File: src/rtl/serial_fifo_rx_pkg.sv
// rtl/serial_fifo_rx_pkg.sv - shared state encoding and line-level constants for serial_fifo_rx
package serial_fifo_rx_pkg;

  typedef enum logic [1:0] {
    IDLE  = 2'd0,
    START = 2'd1,
    DATA  = 2'd2,
    STOP  = 2'd3
  } rx_state_e;

  localparam logic IDLE_LVL  = 1'b1;
  localparam logic START_BIT = 1'b0;
  localparam logic STOP_BIT  = 1'b1;

endpackage

File: src/rtl/sync_fifo.sv
// rtl/sync_fifo.sv - synchronous FIFO with wrap-bit pointers and a registered pop port
module sync_fifo #(
  parameter int DATA_W     = 8,
  parameter int DEPTH_LOG2 = 4
) (
  input  logic                  clk,
  input  logic                  rst_n,
  input  logic                  wr_en,
  input  logic [DATA_W-1:0]     wr_data,
  input  logic                  rd_en,
  output logic [DATA_W-1:0]     rd_data,
  output logic                  rd_valid,
  output logic                  full,
  output logic                  empty,
  output logic [DEPTH_LOG2:0]   count
);

  localparam int DEPTH = 1 << DEPTH_LOG2;

  logic [DATA_W-1:0]   mem_q [DEPTH];
  logic [DEPTH_LOG2:0] wr_ptr_q, wr_ptr_d;
  logic [DEPTH_LOG2:0] rd_ptr_q, rd_ptr_d;
  logic [DATA_W-1:0]   rd_data_q, rd_data_d;
  logic                rd_valid_q;
  logic                do_rd, do_wr;

  assign empty = (wr_ptr_q == rd_ptr_q);
  assign full  = (wr_ptr_q[DEPTH_LOG2] != rd_ptr_q[DEPTH_LOG2]) &&
                 (wr_ptr_q[DEPTH_LOG2-1:0] == rd_ptr_q[DEPTH_LOG2-1:0]);
  assign count = wr_ptr_q - rd_ptr_q;

  // A pop in the same cycle frees a slot, so a push into a full FIFO is still accepted.
  assign do_rd = rd_en && !empty;
  assign do_wr = wr_en && (!full || do_rd);

  always_comb begin
    wr_ptr_d  = wr_ptr_q;
    rd_ptr_d  = rd_ptr_q;
    rd_data_d = rd_data_q;
    if (do_wr) wr_ptr_d = wr_ptr_q + 1'b1;
    if (do_rd) begin
      rd_ptr_d  = rd_ptr_q + 1'b1;
      rd_data_d = mem_q[rd_ptr_q[DEPTH_LOG2-1:0]];
    end
  end

  always_ff @(posedge clk or negedge rst_n) begin
    if (!rst_n) begin
      wr_ptr_q   <= '0;
      rd_ptr_q   <= '0;
      rd_data_q  <= '0;
      rd_valid_q <= 1'b0;
    end else begin
      wr_ptr_q   <= wr_ptr_d;
      rd_ptr_q   <= rd_ptr_d;
      rd_data_q  <= rd_data_d;
      rd_valid_q <= do_rd;
    end
  end

  always_ff @(posedge clk) begin
    if (do_wr) mem_q[wr_ptr_q[DEPTH_LOG2-1:0]] <= wr_data;
  end

  assign rd_data  = rd_data_q;
  assign rd_valid = rd_valid_q;

endmodule

File: src/rtl/serial_fifo_rx.sv
// rtl/serial_fifo_rx.sv - serial frame receiver feeding a local FIFO with sticky error flags
module serial_fifo_rx
  import serial_fifo_rx_pkg::*;
#(
  parameter int CLKS_PER_BIT = 8,
  parameter int DATA_W       = 8,
  parameter int DEPTH_LOG2   = 4
) (
  input  logic                  clk,
  input  logic                  kill,
  input  logic                  in_port,
  input  logic                  rd_en,
  output logic [DATA_W-1:0]     rd_data,
  output logic                  rd_valid,
  output logic                  empty,
  output logic                  full,
  output logic [DEPTH_LOG2:0]   count,
  input  logic                  clr_err,
  output logic                  overflow,
  output logic                  frame_err
);

  localparam int CNT_W = $clog2(CLKS_PER_BIT);
  localparam int BIT_W = $clog2(DATA_W + 1);
  localparam logic [CNT_W-1:0] HALF_M1 = CNT_W'(CLKS_PER_BIT / 2 - 1);
  localparam logic [CNT_W-1:0] FULL_M1 = CNT_W'(CLKS_PER_BIT - 1);
  localparam logic [BIT_W-1:0] LAST_BIT = BIT_W'(DATA_W - 1);

  rx_state_e         state_q, state_d;
  logic [CNT_W-1:0]  cnt_q, cnt_d;
  logic [BIT_W-1:0]  bit_q, bit_d;
  logic [DATA_W-1:0] shreg_q, shreg_d;
  logic              armed_q, armed_d;
  logic              sync1_q, s_in_q, s_prev_q;
  logic              overflow_q, overflow_d;
  logic              frame_err_q, frame_err_d;
  logic              push, ovf_set, ferr_set;
  logic              fifo_full;

  always_comb begin
    state_d  = state_q;
    cnt_d    = cnt_q;
    bit_d    = bit_q;
    shreg_d  = shreg_q;
    armed_d  = armed_q;
    push     = 1'b0;
    ovf_set  = 1'b0;
    ferr_set = 1'b0;
    case (state_q)
      IDLE: begin
        cnt_d = '0;
        bit_d = '0;
        if (s_in_q == IDLE_LVL) armed_d = 1'b1;
        // Arming stops a line stuck at the start level from retriggering.
        if (armed_q && s_prev_q == IDLE_LVL && s_in_q == START_BIT) begin
          state_d = START;
          armed_d = 1'b0;
        end
      end
      START: begin
        if (cnt_q == HALF_M1) begin
          cnt_d   = '0;
          state_d = (s_in_q == START_BIT) ? DATA : IDLE;
        end else begin
          cnt_d = cnt_q + 1'b1;
        end
      end
      DATA: begin
        if (cnt_q == FULL_M1) begin
          cnt_d   = '0;
          shreg_d = {s_in_q, shreg_q[DATA_W-1:1]};
          if (bit_q == LAST_BIT) begin
            bit_d   = '0;
            state_d = STOP;
          end else begin
            bit_d = bit_q + 1'b1;
          end
        end else begin
          cnt_d = cnt_q + 1'b1;
        end
      end
      STOP: begin
        if (cnt_q == FULL_M1) begin
          cnt_d   = '0;
          state_d = IDLE;
          if (s_in_q == STOP_BIT) begin
            if (!fifo_full || rd_en) push    = 1'b1;
            else                     ovf_set = 1'b1;
          end else begin
            ferr_set = 1'b1;
          end
        end else begin
          cnt_d = cnt_q + 1'b1;
        end
      end
      default: state_d = IDLE;
    endcase
  end

  // Set events take priority over a simultaneous clear.
  always_comb begin
    overflow_d  = clr_err ? 1'b0 : overflow_q;
    frame_err_d = clr_err ? 1'b0 : frame_err_q;
    if (ovf_set)  overflow_d  = 1'b1;
    if (ferr_set) frame_err_d = 1'b1;
  end

  always_ff @(posedge clk or negedge kill) begin
    if (!kill) begin
      state_q     <= IDLE;
      cnt_q       <= '0;
      bit_q       <= '0;
      shreg_q     <= '0;
      armed_q     <= 1'b0;
      sync1_q     <= 1'b1;
      s_in_q      <= 1'b1;
      s_prev_q    <= 1'b1;
      overflow_q  <= 1'b0;
      frame_err_q <= 1'b0;
    end else begin
      state_q     <= state_d;
      cnt_q       <= cnt_d;
      bit_q       <= bit_d;
      shreg_q     <= shreg_d;
      armed_q     <= armed_d;
      sync1_q     <= in_port;
      s_in_q      <= sync1_q;
      s_prev_q    <= s_in_q;
      overflow_q  <= overflow_d;
      frame_err_q <= frame_err_d;
    end
  end

  sync_fifo #(
    .DATA_W     (DATA_W),
    .DEPTH_LOG2 (DEPTH_LOG2)
  ) u_fifo (
    .clk      (clk),
    .rst_n    (kill),
    .wr_en    (push),
    .wr_data  (shreg_q),
    .rd_en    (rd_en),
    .rd_data  (rd_data),
    .rd_valid (rd_valid),
    .full     (fifo_full),
    .empty    (empty),
    .count    (count)
  );

  assign full      = fifo_full;
  assign overflow  = overflow_q;
  assign frame_err = frame_err_q;

endmodule

File: config.mk
export PLATFORM = sky130hd
export DESIGN_NAME = serial_fifo_rx
export DESIGN_NICKNAME = d
export VERILOG_FILES = /design/src/rtl/serial_fifo_rx_pkg.sv /design/src/rtl/sync_fifo.sv /design/src/rtl/serial_fifo_rx.sv
export SDC_FILE = /design/constraint.sdc
export NUM_CORES = 1
export LEC_CHECK = 0
export CAP_MARGIN = 10
export CORE_ASPECT_RATIO = 1.1
export CORE_MARGIN = 4
export CORE_UTILIZATION = 50
export DETAILED_ROUTE_END_ITERATION = 16
export PLACE_DENSITY_LB_ADDON = 0.25
export SYNTH_ARGS = -nofsm -noshare
export SYNTH_HDL_FRONTEND = slang
export SYNTH_SLANG_ARGS = --single-unit
File: constraint.sdc
create_clock -name clk -period 3.25 [get_ports clk]
set_input_delay 0.4875 -clock clk [delete_from_list [all_inputs] [get_ports clk]]
set_output_delay 0.4875 -clock clk [all_outputs]
set_load 0.02 [all_outputs]
==> metrics.md <==
| Metric | Value |
|---|---|
| Vias per cell | `5.39` |
| Area growth syn-to-layout | `13.6%` |
| Sequential area share after synthesis | `70.2%` |
| Total Power | `6530 uW` |
| Period utilisation layout | `93.6%` |
| Clk pwr share | `29.5%` |
| Die area | `0.0159 sq mm` |
| Distinct cells, synth | `46` |
| Post-synthesis cell area | `0.00698 sq mm` |
| # nets final | `506` |
| Area share of the largest cell type after synthesis | `55.1%` |
| Status | `finished clean` |
| Worst Setup End Kind | `output port` |
| Measured slew at the worst slew-check pin | `1.02 ns` |
| Average size of a mapped cell | `15.2 sq um` |
| Largest cells by area after synthesis | `edfxtp_1, dfrtp_1, mux2i_1` |
| Post-CTS Resized | `0` |
| Cell repeated most along the worst path | `inv_1` |
| Clk pin slew, worst setup/hold paths | `0.06 ns` |
| FF+latch count, synth | `170` |
| YS warnings | `0` |
| Crit path required time | `2.76 ns` |
| WHS | `0.237 ns` |
| Hold buffers post-CTS | `0` |
| Initial antenna violation count | `0` |
| DRC viols | `0` |
| Clk buf depth | `2` |
| Clk Latency, worst-skew pair | `0.42 ns` |
| Crit path cell chain | `inv_1 > ha_1 > fa_1 > inv_1 > a21o_1 > a21oi_1 > xnor2_1 > clkdlybuf4s50_1` |
| Vias in the first global route | `3893` |
| Combinational fraction of design power | `30.5%` |
| Fin. Hold Viols | `0` |
| PwrDens | `824 mW/mm^2` |
| RSZ-0062 raised after global routing | `no` |
| Gpl congestion | `0.762` |
| Initial DRT Pass Iterations | `5` |
| Commonest non-fill, non-tap cell in the layout | `edfxtp_1` |
| Routed wire length | `12600 um` |
| H-tree depth | `4` |
| Starting Density | `50.8%` |
| # fillers | `1106` |
| Die height | `132 um` |
| Worst Path Max Fanout | `4` |
| Max-cap violations | `0` |
| Commonest non-fill, non-tap cells in the layout | `edfxtp_1, dfrtp_1, nand2_1` |
| Largest net degree at the start of global routing | `46` |
| Final Max Tran Viols | `0` |
| CTS root buf | `clkbuf_16` |
| Input/output buffers | `22` |
| Worst Setup Start Kind | `register` |
| Final Non-Filler Cells | `687` |
| Slowest CP cell | `clkdlybuf4s50_1` |
| Core box area | `0.0137 sq mm` |
| Final min period | `3.04 ns` |
| Vias after detailed routing | `3701` |
| Post-synth EDFFs | `128` |
| Initial DRC Count | `230` |
| Critical Path Max Stage Delay | `0.62 ns` |
| Net Sw Frac | `30.9%` |
| GR Overflow Total | `0` |
| Fin util | `57.7%` |
| Crit Path Category | `reg2out` |
| Tot GR Track Use | `17.1%` |
| Die width | `121 um` |
| Max VDD drop | `0.525 mV` |
| CTS sink count | `170` |
| Post-CTS Setup Repair Bufs | `0` |
| First-pass GRT wire length | `20700 um` |
| CTS tree | `done` |
| Cell Rows | `45` |
| Async SR Flop Fraction | `24.7%` |
| CTS buffer count | `17` |
| Flop pwr share | `40.0%` |
| # IOs | `23` |
| Mapped Cells | `459` |
| Min-Delay Path Class | `in2async` |
| F_max | `329 MHz` |
| Setup_tns | `0 ns` |
| Net Sw Power | `2020 uW` |
| Syn Nets | `479` |
| Final setup viols | `0` |
| Arrival @ worst endpoint | `2.55 ns` |
| Static Leak | `0.00294 uW` |
| Cell taking the most area after synthesis | `edfxtp_1` |
| DP Cell Count | `655` |
| Clk_skew | `0.00835 ns` |
| Top FF cell, synth | `edfxtp_1` |
| Wirelength per Cell | `18.4 um` |
| Antenna-violating nets left | `0` |
| Internal power | `4510 uW` |
| Rel. slew slack | `32.3%` |
| # diodes | `0` |
| DP HPWL | `8210 um` |
| Layout cells sized above 1 | `11.4%` |
[worst max-delay path, delay by kind of cell (launching register included)]
kind	cells	cell delay (ns)
buffers and inverters	3	0.81
adders and majority gates	2	0.63
xor gates and xnor gates	1	0.14
DFF	1	0.39
AOI/OAI and AO/OA	2	0.17
[final cells by class]
| type | instances | area, sq um | area share [%] |
|---|---|---|---|
| Timing Repair Buffer | 26 | 245 | 3.09 |
| Sequential cell | 170 | 4900 | 61.8 |
| Tap cell | 188 | 235 | 2.97 |
| Clock buffer | 17 | 425 | 5.36 |
| Inverter | 16 | 60.1 | 0.757 |
| Clock inverter | 15 | 151 | 1.91 |
| Multi-Input combinational cell | 255 | 1920 | 24.1 |
[registers in the layout, summed over array words and instances, names as in the netlist, 3 cells and up, named ones only]
name,flops
bit_q,4
cnt_q,3
shreg_q,8
u_fifo.mem_q,128
u_fifo.rd_data,8
u_fifo.rd_ptr_q,5
u_fifo.wr_ptr_q,5
[synth_stat cells (2+ instances only)]
| master | instances |
|---|---|
| nor2_1 | 22 |
| xnor2_1 | 10 |
| edfxtp_1 | 128 |
| buf_2 | 11 |
| dfrtp_1 | 39 |
| a211oi_1 | 8 |
| ha_1 | 14 |
| mux2i_1 | 34 |
| clkbuf_1 | 3 |
| or3_1 | 8 |
| a31oi_1 | 10 |
| and3_1 | 3 |
| a21o_1 | 2 |
| nor2b_1 | 9 |
| o22ai_1 | 24 |
| o21ai_0 | 6 |
| mux4_2 | 7 |
| nor3b_1 | 2 |
| dfstp_2 | 3 |
| mux2_2 | 8 |
| o31ai_1 | 2 |
| a22o_1 | 3 |
| nand3_1 | 3 |
| a21oi_1 | 4 |
| nand4_1 | 4 |
| nand2b_1 | 2 |
| nand3b_1 | 4 |
| nand2_1 | 35 |
| and2_1 | 16 |
| xor2_1 | 3 |
| inv_1 | 16 |
| nor3_1 | 2 |
[metal layers]
metal | track usage, % | part of all wire (%) | wire length, um | vias up
met5 | 0 | 0 | 0 | -
met4 | 5.98 | 1.1 | 144 | 0
met3 | 4.03 | 2.7 | 341 | 9
met2 | 28.7 | 51 | 6480 | 52
met1 | 21.9 | 45 | 5640 | 1857
li1 | - | - | - | 1783
[kinds of logic (layout without fill, tap and decap cells)]
kind of cell / after synthesis / after routing / synth area share, %
mux: 50 / 50 / 8.80
buf+inv: 34 / 74 / 2.38
fa+ha+maj: 15 / 15 / 2.80
flops: 170 / 170 / 70.2
xor+xnor: 13 / 13 / 1.63
compound gates: 64 / 64 / 6.04
simple gates: 113 / 113 / 8.17
[through the flow]
step | setup slack, ns | area [sq um]
floorplan | 0.885 | 6980
global placement | 0.677 | 7360
detailed placement | 0.634 | 7360
CTS | 0.176 | 7930
global route | 0.0133 | 7930
finish | 0.209 | 7930
[power groups by stage]
| stage | logic, uW | registers [uW] | clock network (uW) |
|---|---|---|---|
| 2_1_floorplan | 1400 | 2680 | 0 |
| 3_3_place_gp | 1990 | 2650 | 0 |
| 3_5_place_dp | 2010 | 2660 | 0 |
| 4_1_cts | 2020 | 2620 | 1960 |
| 5_1_grt | 2190 | 2640 | 2060 |
| 6_report | 1990 | 2620 | 1930 |
[final timing paths]
path,cells after the start,end,slack (ns),startpoint
max reg2reg,5,u_fifo.mem_q[1][7],0.77,u_fifo.wr_ptr_q[2]
min in group clk,0,s_in_q,0.36,sync1_q
min reg2reg,0,s_in_q,0.36,sync1_q
min,1,cnt_q[2],0.24,kill
max,8,count[4],0.21,u_fifo.wr_ptr_q[0]
max in group asynchronous,1,u_fifo.rd_ptr_q[0],2.32,kill
Power figures use the tool's default switching activity.
